`src/rtl/class_argmax_if.sv`:
```
// class_argmax_if: start/done handshake plus score-bank read port of the argmax stage.
`default_nettype none

interface class_argmax_if #(
    parameter int IDX_W = 4
);
    logic             start;
    logic [31:0]      score_in;
    logic [IDX_W-1:0] score_idx;
    logic             done;
    logic [IDX_W-1:0] class_out;
    logic [31:0]      max_score;

    // master: the controller / score bank side
    modport master (
        output start,
        output score_in,
        input  score_idx,
        input  done,
        input  class_out,
        input  max_score
    );

    // slave: the argmax block
    modport slave (
        input  start,
        input  score_in,
        output score_idx,
        output done,
        output class_out,
        output max_score
    );
endinterface

`default_nettype wire

```
`src/rtl/class_argmax.sv`:
```
// +------------------------------------------------------------------------+
// | class_argmax: sequential argmax over IEEE-754 scores in the score bank  |
// | rev 1.0 - initial release                                               |
// +------------------------------------------------------------------------+
`default_nettype none

module class_argmax #(
    parameter int NUM_CLASSES = 10,
    parameter int IDX_W       = 4
) (
    input  wire logic     clk,
    input  wire logic     reset,
    class_argmax_if.slave bus
);

    localparam logic [IDX_W-1:0] C_LAST    = IDX_W'(NUM_CLASSES - 1);
    localparam logic [31:0]      C_NEG_INF = 32'hFF80_0000;

    typedef enum logic [2:0] {
        S_WAIT  = 3'd0,
        S_CLEAR = 3'd1,
        S_READ  = 3'd2,
        S_CMP   = 3'd3,
        S_DONE  = 3'd4
    } state_t;

    state_t           r_state;
    state_t           w_next;
    logic [IDX_W-1:0] r_idx;
    logic             r_best_valid;
    logic [IDX_W-1:0] r_class;
    logic [31:0]      r_max;
    logic             r_done;
    logic             w_nan;
    logic             w_replace;

    // Bit-level a > b; signed zeros compare equal, non-NaN operands only.
    function automatic logic f_gt(input logic [31:0] a, input logic [31:0] b);
        logic a_zero;
        logic b_zero;
        a_zero = (a[30:0] == 31'd0);
        b_zero = (b[30:0] == 31'd0);
        if (a_zero && b_zero)
            f_gt = 1'b0;
        else if (a[31] != b[31])
            f_gt = ~a[31];
        else if (!a[31])
            f_gt = (a[30:0] > b[30:0]);
        else
            f_gt = (a[30:0] < b[30:0]);
    endfunction

    assign w_nan     = (bus.score_in[30:23] == 8'hFF) && (bus.score_in[22:0] != 23'd0);
    assign w_replace = !w_nan && (!r_best_valid || f_gt(bus.score_in, r_max));

    always_ff @(posedge clk or posedge reset) begin
        if (reset)
            r_state <= S_WAIT;
        else
            r_state <= w_next;
    end

    always_comb begin
        w_next = r_state;
        case (r_state)
            S_WAIT:  if (bus.start) w_next = S_CLEAR;
            S_CLEAR: w_next = S_READ;
            S_READ:  w_next = S_CMP;
            S_CMP:   w_next = (r_idx == C_LAST) ? S_DONE : S_READ;
            S_DONE:  if (!bus.start) w_next = S_WAIT;
            default: w_next = S_WAIT;
        endcase
    end

    always_ff @(posedge clk or posedge reset) begin
        if (reset) begin
            r_idx        <= '0;
            r_best_valid <= 1'b0;
            r_class      <= '0;
            r_max        <= 32'h0000_0000;
            r_done       <= 1'b0;
        end else begin
            // done lags the state by one cycle to line up with the bank pipeline
            r_done <= (r_state == S_DONE);
            case (r_state)
                S_CLEAR: begin
                    r_idx        <= '0;
                    r_best_valid <= 1'b0;
                    r_class      <= '0;
                    r_max        <= C_NEG_INF;
                end
                S_CMP: begin
                    if (w_replace) begin
                        r_class      <= r_idx;
                        r_max        <= bus.score_in;
                        r_best_valid <= 1'b1;
                    end
                    if (r_idx != C_LAST)
                        r_idx <= r_idx + 1'b1;
                end
                default: ;
            endcase
        end
    end

    assign bus.score_idx = r_idx;
    assign bus.done      = r_done;
    assign bus.class_out = r_class;
    assign bus.max_score = r_max;

endmodule

`default_nettype wire

```
`src/flat_wrapper.sv`:
```
// flat-port wrapper written by rule: the top's interface ports become plain ports
module class_argmax_flat 
#(
    parameter int NUM_CLASSES = 10,
    parameter int IDX_W       = 4
)
  (clk, reset, bus_start, bus_score_in, bus_score_idx, bus_done, bus_class_out, bus_max_score);
  class_argmax_if #(.IDX_W(IDX_W)) bus_i ();
  input  wire logic clk;
  input  wire logic reset;
  input wire logic [$bits(bus_i.start)-1:0] bus_start;
  input wire logic [$bits(bus_i.score_in)-1:0] bus_score_in;
  output wire logic [$bits(bus_i.score_idx)-1:0] bus_score_idx;
  output wire logic [$bits(bus_i.done)-1:0] bus_done;
  output wire logic [$bits(bus_i.class_out)-1:0] bus_class_out;
  output wire logic [$bits(bus_i.max_score)-1:0] bus_max_score;
  assign bus_i.start = bus_start;
  assign bus_i.score_in = bus_score_in;
  assign bus_score_idx = bus_i.score_idx;
  assign bus_done = bus_i.done;
  assign bus_class_out = bus_i.class_out;
  assign bus_max_score = bus_i.max_score;
  class_argmax #(.NUM_CLASSES(NUM_CLASSES), .IDX_W(IDX_W)) u_core (.clk(clk), .reset(reset), .bus(bus_i));
endmodule
```
`config.mk`:
```
export PLATFORM = sky130hd
export DESIGN_NAME = class_argmax_flat
export DESIGN_NICKNAME = d
export VERILOG_FILES = /design/src/rtl/class_argmax_if.sv /design/src/rtl/class_argmax.sv /design/src/flat_wrapper.sv
export SDC_FILE = /design/constraint.sdc
export NUM_CORES = 1
export LEC_CHECK = 0
export ABC_AREA = 1
export CORE_MARGIN = 2
export CORE_UTILIZATION = 45
export CTS_BUF_LIST = sky130_fd_sc_hd__clkbuf_8 sky130_fd_sc_hd__clkbuf_16
export DETAILED_ROUTE_END_ITERATION = 7
export GPL_TIMING_DRIVEN = 0
export PLACE_DENSITY = 0.76
export SYNTH_ARGS = -nofsm -noshare
export SYNTH_HDL_FRONTEND = slang
export SYNTH_SLANG_ARGS = --single-unit
```
`constraint.sdc`:
```
create_clock -name clk -period 2 [get_ports clk]
set_clock_uncertainty 0.1 [all_clocks]
set_input_delay 0.4 -clock clk [delete_from_list [all_inputs] [get_ports clk]]
set_output_delay 0.4 -clock clk [all_outputs]
set_load 0.02 [all_outputs]
```
---- Word-level counts from Yosys, hierarchy flattened ----
Index checks and enable logic that the tools add are counted.
storage, ports and cells
  flip-flop bits (word level) ............. 45
  input bits .............................. 35
  output and inout bits ................... 41
  word-level logic and storage cells ...... 51
operators by class
  add/subtract/negate cells ............... 1
  $lt $le $gt $ge ......................... 2
  equal/unequal tests ..................... 12
  mux-type cells .......................... 15
  bitwise operators ....................... 1
  reduce and logical (&&, ||, !) cells .... 14
operators with widths
  cell                                                              number
  32-bit case mux with 2 select lines                               1
  31-bit logical NOT                                                2
  32-bit 2-to-1 mux                                                 1
  31-bit > comparator                                               1
  31-bit less-than comparator                                       1
  23-bit nonzero test                                               1
  4-bit case mux with 2 select lines                                2
  3-bit case mux with 5 select lines                                1
  3-bit 2-to-1 mux                                                  3
  8-bit == test (second input constant)                             1
  4-bit 2-to-1 mux                                                  2
  3-bit by 2-bit == test with 1-bit output (second input constant)  2
  2-bit AND reduction                                               3
  4-bit by 1-bit adder with 4-bit output (second input constant)    1
  4-bit == test (second input constant)                             1
  1-bit 2-to-1 mux                                                  4
  2-bit by 1-bit != test with 1-bit output (second input constant)  2
  2-bit != test (second input constant)                             2
  4-bit != test (second input constant)                             1
  3-bit by 1-bit == test with 1-bit output (second input constant)  1
  3-bit == test (second input constant)                             1
  1-bit logical AND                                                 3
  3-bit logical NOT                                                 1
  1-bit logical NOT                                                 2
  other kinds (5)                                                   5

---- Logic depth before layout (Yosys ltp) ----
  depth after elaboration ................. 8
  mapped depth ............................ 20
  depth with buffers taken out ............ 19

---- Worst setup path after synthesis ----
Ideal clock, no wire load.
  kind .................................... flip-flop to flip-flop
  from .................................... register u_core.r_max[6], in the netlist u_core.bus.max_score[6]
  to ...................................... register u_core.r_class[0], in the netlist u_core.bus.class_out[0]
  arrival ................................. 2.025 ns
  setup slack ............................. -0.242 ns
  cell stages (with the launch flop) ...... 19
  path buffers ............................ 2
  period minus slack after synthesis ...... 2.242 ns
  cell sequence ........................... dfrtp_1 > inv_1 > ha_1 > nand2_1 > inv_2 > a21oi_1 > nand2_1 > nand2_1 > nand2_1 > nand2_1 > nand2_1 > a21oi_1 > nand2_1 > nand2_2 > nand2_4 > buf_12 > buf_8 > nand3_2 > nand2_1
between the ends
  word-level cells in the longest chain between the ends .. 8
  elaborated cells between the ends (all ways) .. 11
ends and longest elaborated chain
  item                                                                       RTL line                                text
  from (decl)                                                                class_argmax.sv:32                      logic [31:0] r_max;
  from (signal assigned)                                                     class_argmax.sv:95                      r_max <= bus.score_in;
  31-bit > comparator / 31-bit less-than comparator (equally long branches)  class_argmax.sv:48, class_argmax.sv:50
  1-bit 2-to-1 mux                                                           class_argmax.sv:47                      else if (!a[31])
  1-bit 2-to-1 mux                                                           class_argmax.sv:45                      else if (a[31] != b[31])
  1-bit 2-to-1 mux *                                                         class_argmax.sv:43                      if (a_zero && b_zero)
  1-bit logical OR *                                                         class_argmax.sv:54                      assign w_replace = !w_nan && (!r_best_valid || f_gt(bus.score_in, r_max));
  1-bit logical AND *                                                        class_argmax.sv:54
  2-bit by 1-bit != test with 1-bit output (no line) *                       n/a
  2-bit AND reduction (no line) *                                            n/a
  to (signal assigned)                                                       class_argmax.sv:94                      r_class <= r_idx;
  to (decl)                                                                  class_argmax.sv:31                      logic [IDX_W-1:0] r_class;
Mark *: on every way between the ends. The rest lies on a longest branch, timed or not.
A chain may end at the register's enable or synchronous reset.

---- Worst setup path in the final report ----
  from .................................... register u_core.r_max[26], in the netlist u_core.bus.max_score[26]
  to ...................................... register u_core.r_max[12], in the netlist u_core.bus.max_score[12]
between the ends
  word-level cells in the longest chain between the ends .. 8
  elaborated cells between the ends (all ways) .. 11
ends and longest elaborated chain
  item                                                                       RTL line
  31-bit > comparator / 31-bit less-than comparator (equally long branches)  class_argmax.sv:48, class_argmax.sv:50
  1-bit 2-to-1 mux                                                           class_argmax.sv:47
  1-bit 2-to-1 mux                                                           class_argmax.sv:45
  1-bit 2-to-1 mux *                                                         class_argmax.sv:43
  1-bit logical OR *                                                         class_argmax.sv:54
  1-bit logical AND *                                                        class_argmax.sv:54
  2-bit by 1-bit != test with 1-bit output (no line) *                       n/a
  2-bit AND reduction (no line) *                                            n/a
Marked as above.

==> flow_summary.ini <==
[outcome]
status = finished with violations
violations = negative setup slack

[timing]
grt_setup_unrepaired = true
slew_violations = 0
setup_slack_ps = -312
tightest_slew_ps = 525
setup-tns-final_ps = -10010
slew-limit-headroom_pct = 65.0
finalHoldViolCount = 0
fmax_mhz = 433
setup_viol = 37
period_share_pct = 116
min_period_ps = 2310

[synthesis]
yosysSeqAreaShare_pct = 35.4
ys_warn_count = 0
syn_area_per_cell_sq_um = 7.52
synth_area_leaders = dfrtp_1 (35%), nand2_1 (16%), ha_1 (13%), inv_1 (7.4%), nand3_2 (6.0%)
syn_area_sq_um = 3180
yosys.area.top_type = dfrtp_1
synthCells = 423
synth_cell_type_count = 32
syn_nets = 491
netlist.area_leader.share_pct = 35.4
ys_seq_elements = 45

[route]
dr_wl_met2_um = 4770
dr_wl_met3_um = 493
met1_length_um = 4000
drt-vias-per-instance = 5.17
wl_um = 9440
ant_nets = 0
topRoutingLayerUsed = met4
firstDrtPassIters = 4
drc = 0
wl_per_cell_um = 15.0
drt-initial-drc-count = 171
num_vias = 3263

[floorplan]
rows = 30
core_sq_um = 6830
initial_core_util_pct = 46.5
chipWidth_um = 88.1
dieArea_sq_um = 7750
die_y_um = 88.1
io_pins = 76

[final_layout]
syn_to_final_growth_pct = 51.9
final_cells = 631
diodes = 0
final_common_cell = nand2_1
layout-drive-gt1-share_pct = 31.2
nets = 602
layout_common_cells = nand2_1 (123), inv_1 (44), clkdlybuf4s50_1 (43), nor2_1 (33), dlygate4sd2_1 (30)

[critical_path]
crit_fanout = 7
rr_endpoint = u_core.bus.max_score[12]
critPathCapture = u_core.bus.max_score[12]
cp-startpoint = u_core.bus.max_score[26]
worstPathArrival_ps = 2410
rrSetupSlack_ps = -310
cp-end-kind = flop
critical_path_class = flop to flop
cp.required_ps = 2100
reg2regPathDepth = 17
startpoint_type = flop
reg2reg_from = u_core.bus.max_score[26]

[global_routing]
antenna_found_initial = 0
grt_overflow_total = 0
grt_pass1_vias = 3338
grt_pass1_wl_um = 15000
grt_max_degree = 24
grt.total_usage_pct = 24.7

[cts]
cts_tree = done
htree_num_levels = 2
insertion_delay_ps = 300
clockBufferDepth = 2
clock-sinks = 45
numCtsBuffers = 5
root_buffer = clkbuf_8
clk_pin_slew_ps = 90

[pwr]
total_leakage_power_nw = 2.35
irDropWorstVdd_uv = 1190
cellPowerDensity_nw_per_um2 = 1530

[place]
dp_hpwl_um = 6470
dp.cells = 595
gp_congestion = 0.807
portBuffers = 75

[job]
maxCapViolations = 0

[hold_path]
worstHoldPathType = primary input to flop
==> power by group <==
| part | internal, W | switching, W |
|---|---|---|
| Combinational | 0.00228 | 0.00268 |
| Clock | 0.000403 | 0.000327 |
| Sequential | 0.00134 | 0.000343 |
| Total | 0.00402 | 0.00335 |
==> worst min path at each step <==
| stage | endpoint | from | cells after the start |
|---|---|---|---|
| 2_1_floorplan | u_core.r_state[0] | u_core.r_state[0] | 1 |
| 3_3_place_gp | u_core.r_state[0] | u_core.r_state[0] | 1 |
| 3_5_place_dp | u_core.r_state[0] | u_core.r_state[0] | 1 |
| 4_1_cts | u_core.bus.max_score[19] | reset | 2 |
| 5_1_grt | u_core.bus.max_score[15] | bus_score_in[15] | 3 |
| 6_report | u_core.bus.max_score[15] | bus_score_in[15] | 3 |
==> registers in the layout, indices dropped and copies added, names as in the netlist <==
signal	count
u_core.r_state	3
u_core.r_best_valid	1
u_core.bus.class_out	4
u_core.bus.score_idx	4
u_core.bus.max_score	32
u_core.bus.done	1
==> metrics by stage <==
step           utilization [%]  setup slack, ps  total power [W]  hold slack, ps  area [sq um]
5_1_grt                   70.7             -450          0.00794             344          4830
3_3_place_gp              60.8             -733          0.00548             354          4150
3_5_place_dp              61.0             -820          0.00562             364          4170
4_1_cts                   67.3             -238          0.00692             373          4590
6_report                  70.7             -312          0.00738             326          4830
2_1_floorplan                -             -132          0.00425             334          3280
==> routing by layer <==
metal  track usage, %  vias up
li1                 -     1560
met1             30.3     1584
met2             44.8      100
met3             4.15       19
met4             6.75        0
met5                0        -
==> layout make-up <==
cell class | count | area (sq um)
Multi-Input combinational cell | 301 | 2070
Fill cell | 520 | 2000
Sequential cell | 45 | 1150
Timing Repair Buffer | 104 | 998
Inverter | 66 | 250
Tap cell | 96 | 120
Buffer | 11 | 116
Clock buffer | 6 | 82.6
Clock inverter | 2 | 33.8
==> critical path: stages (launching register included) <==
cell and delay, ps:
dfrtp_2 370, inv_2 50, ha_4 270, nand4_1 150, nor2_2 180, nand2_2 80, nor2_2 120, nand2_1 60
nand2_1 80, nand2_1 60, nand2_1 60, nand2_1 60, nand2_2 70, nand2_4 70, buf_12 170, clkbuf_16 160
nand3_2 50, nand2_1 50
==> synth_stat cells <==
library cell	count
inv_4	1
inv_1	63
buf_4	2
buf_12	1
a21oi_1	12
buf_1	1
a211oi_1	1
dfrtp_1	45
nor2_1	37
nand4_1	10
nand3_1	28
buf_2	5
nor3_1	6
nor3_2	1
nand2_2	2
nand2_1	135
nand3_2	19
ha_1	33
xor2_1	1
or2_2	1
xnor2_1	1
or2_1	1
nor3b_1	1
nand2_4	2
nor4_1	3
o22ai_1	2
o211ai_1	1
a31oi_2	1
a21o_1	2
nor2_4	1
inv_2	2
buf_8	2
==> cells by family (layout without fill, tap and decap cells) <==
| kind of cell | Yosys count | count (layout) | share of synthesized area, % |
|---|---|---|---|
| xor gates and xnor gates | 2 | 2 | 0.551 |
| adders and majority gates | 33 | 33 | 13.0 |
| AOI/OAI and AO/OA | 19 | 19 | 3.62 |
| DFF | 45 | 45 | 35.4 |
| and+or+nand+nor | 247 | 247 | 36.6 |
| buffers and inverters | 77 | 189 | 10.8 |
==> repair_timing <==
item | CTS | global route
buffers inserted | 20 | 6
gates cloned | 1 | 1
gates resized for setup | 54 | 39
endpoints found under the setup margin | 37 | 37
pin swaps | 19 | 7
hold buffers | 0 | 0
Power figures use the tool's default switching activity.
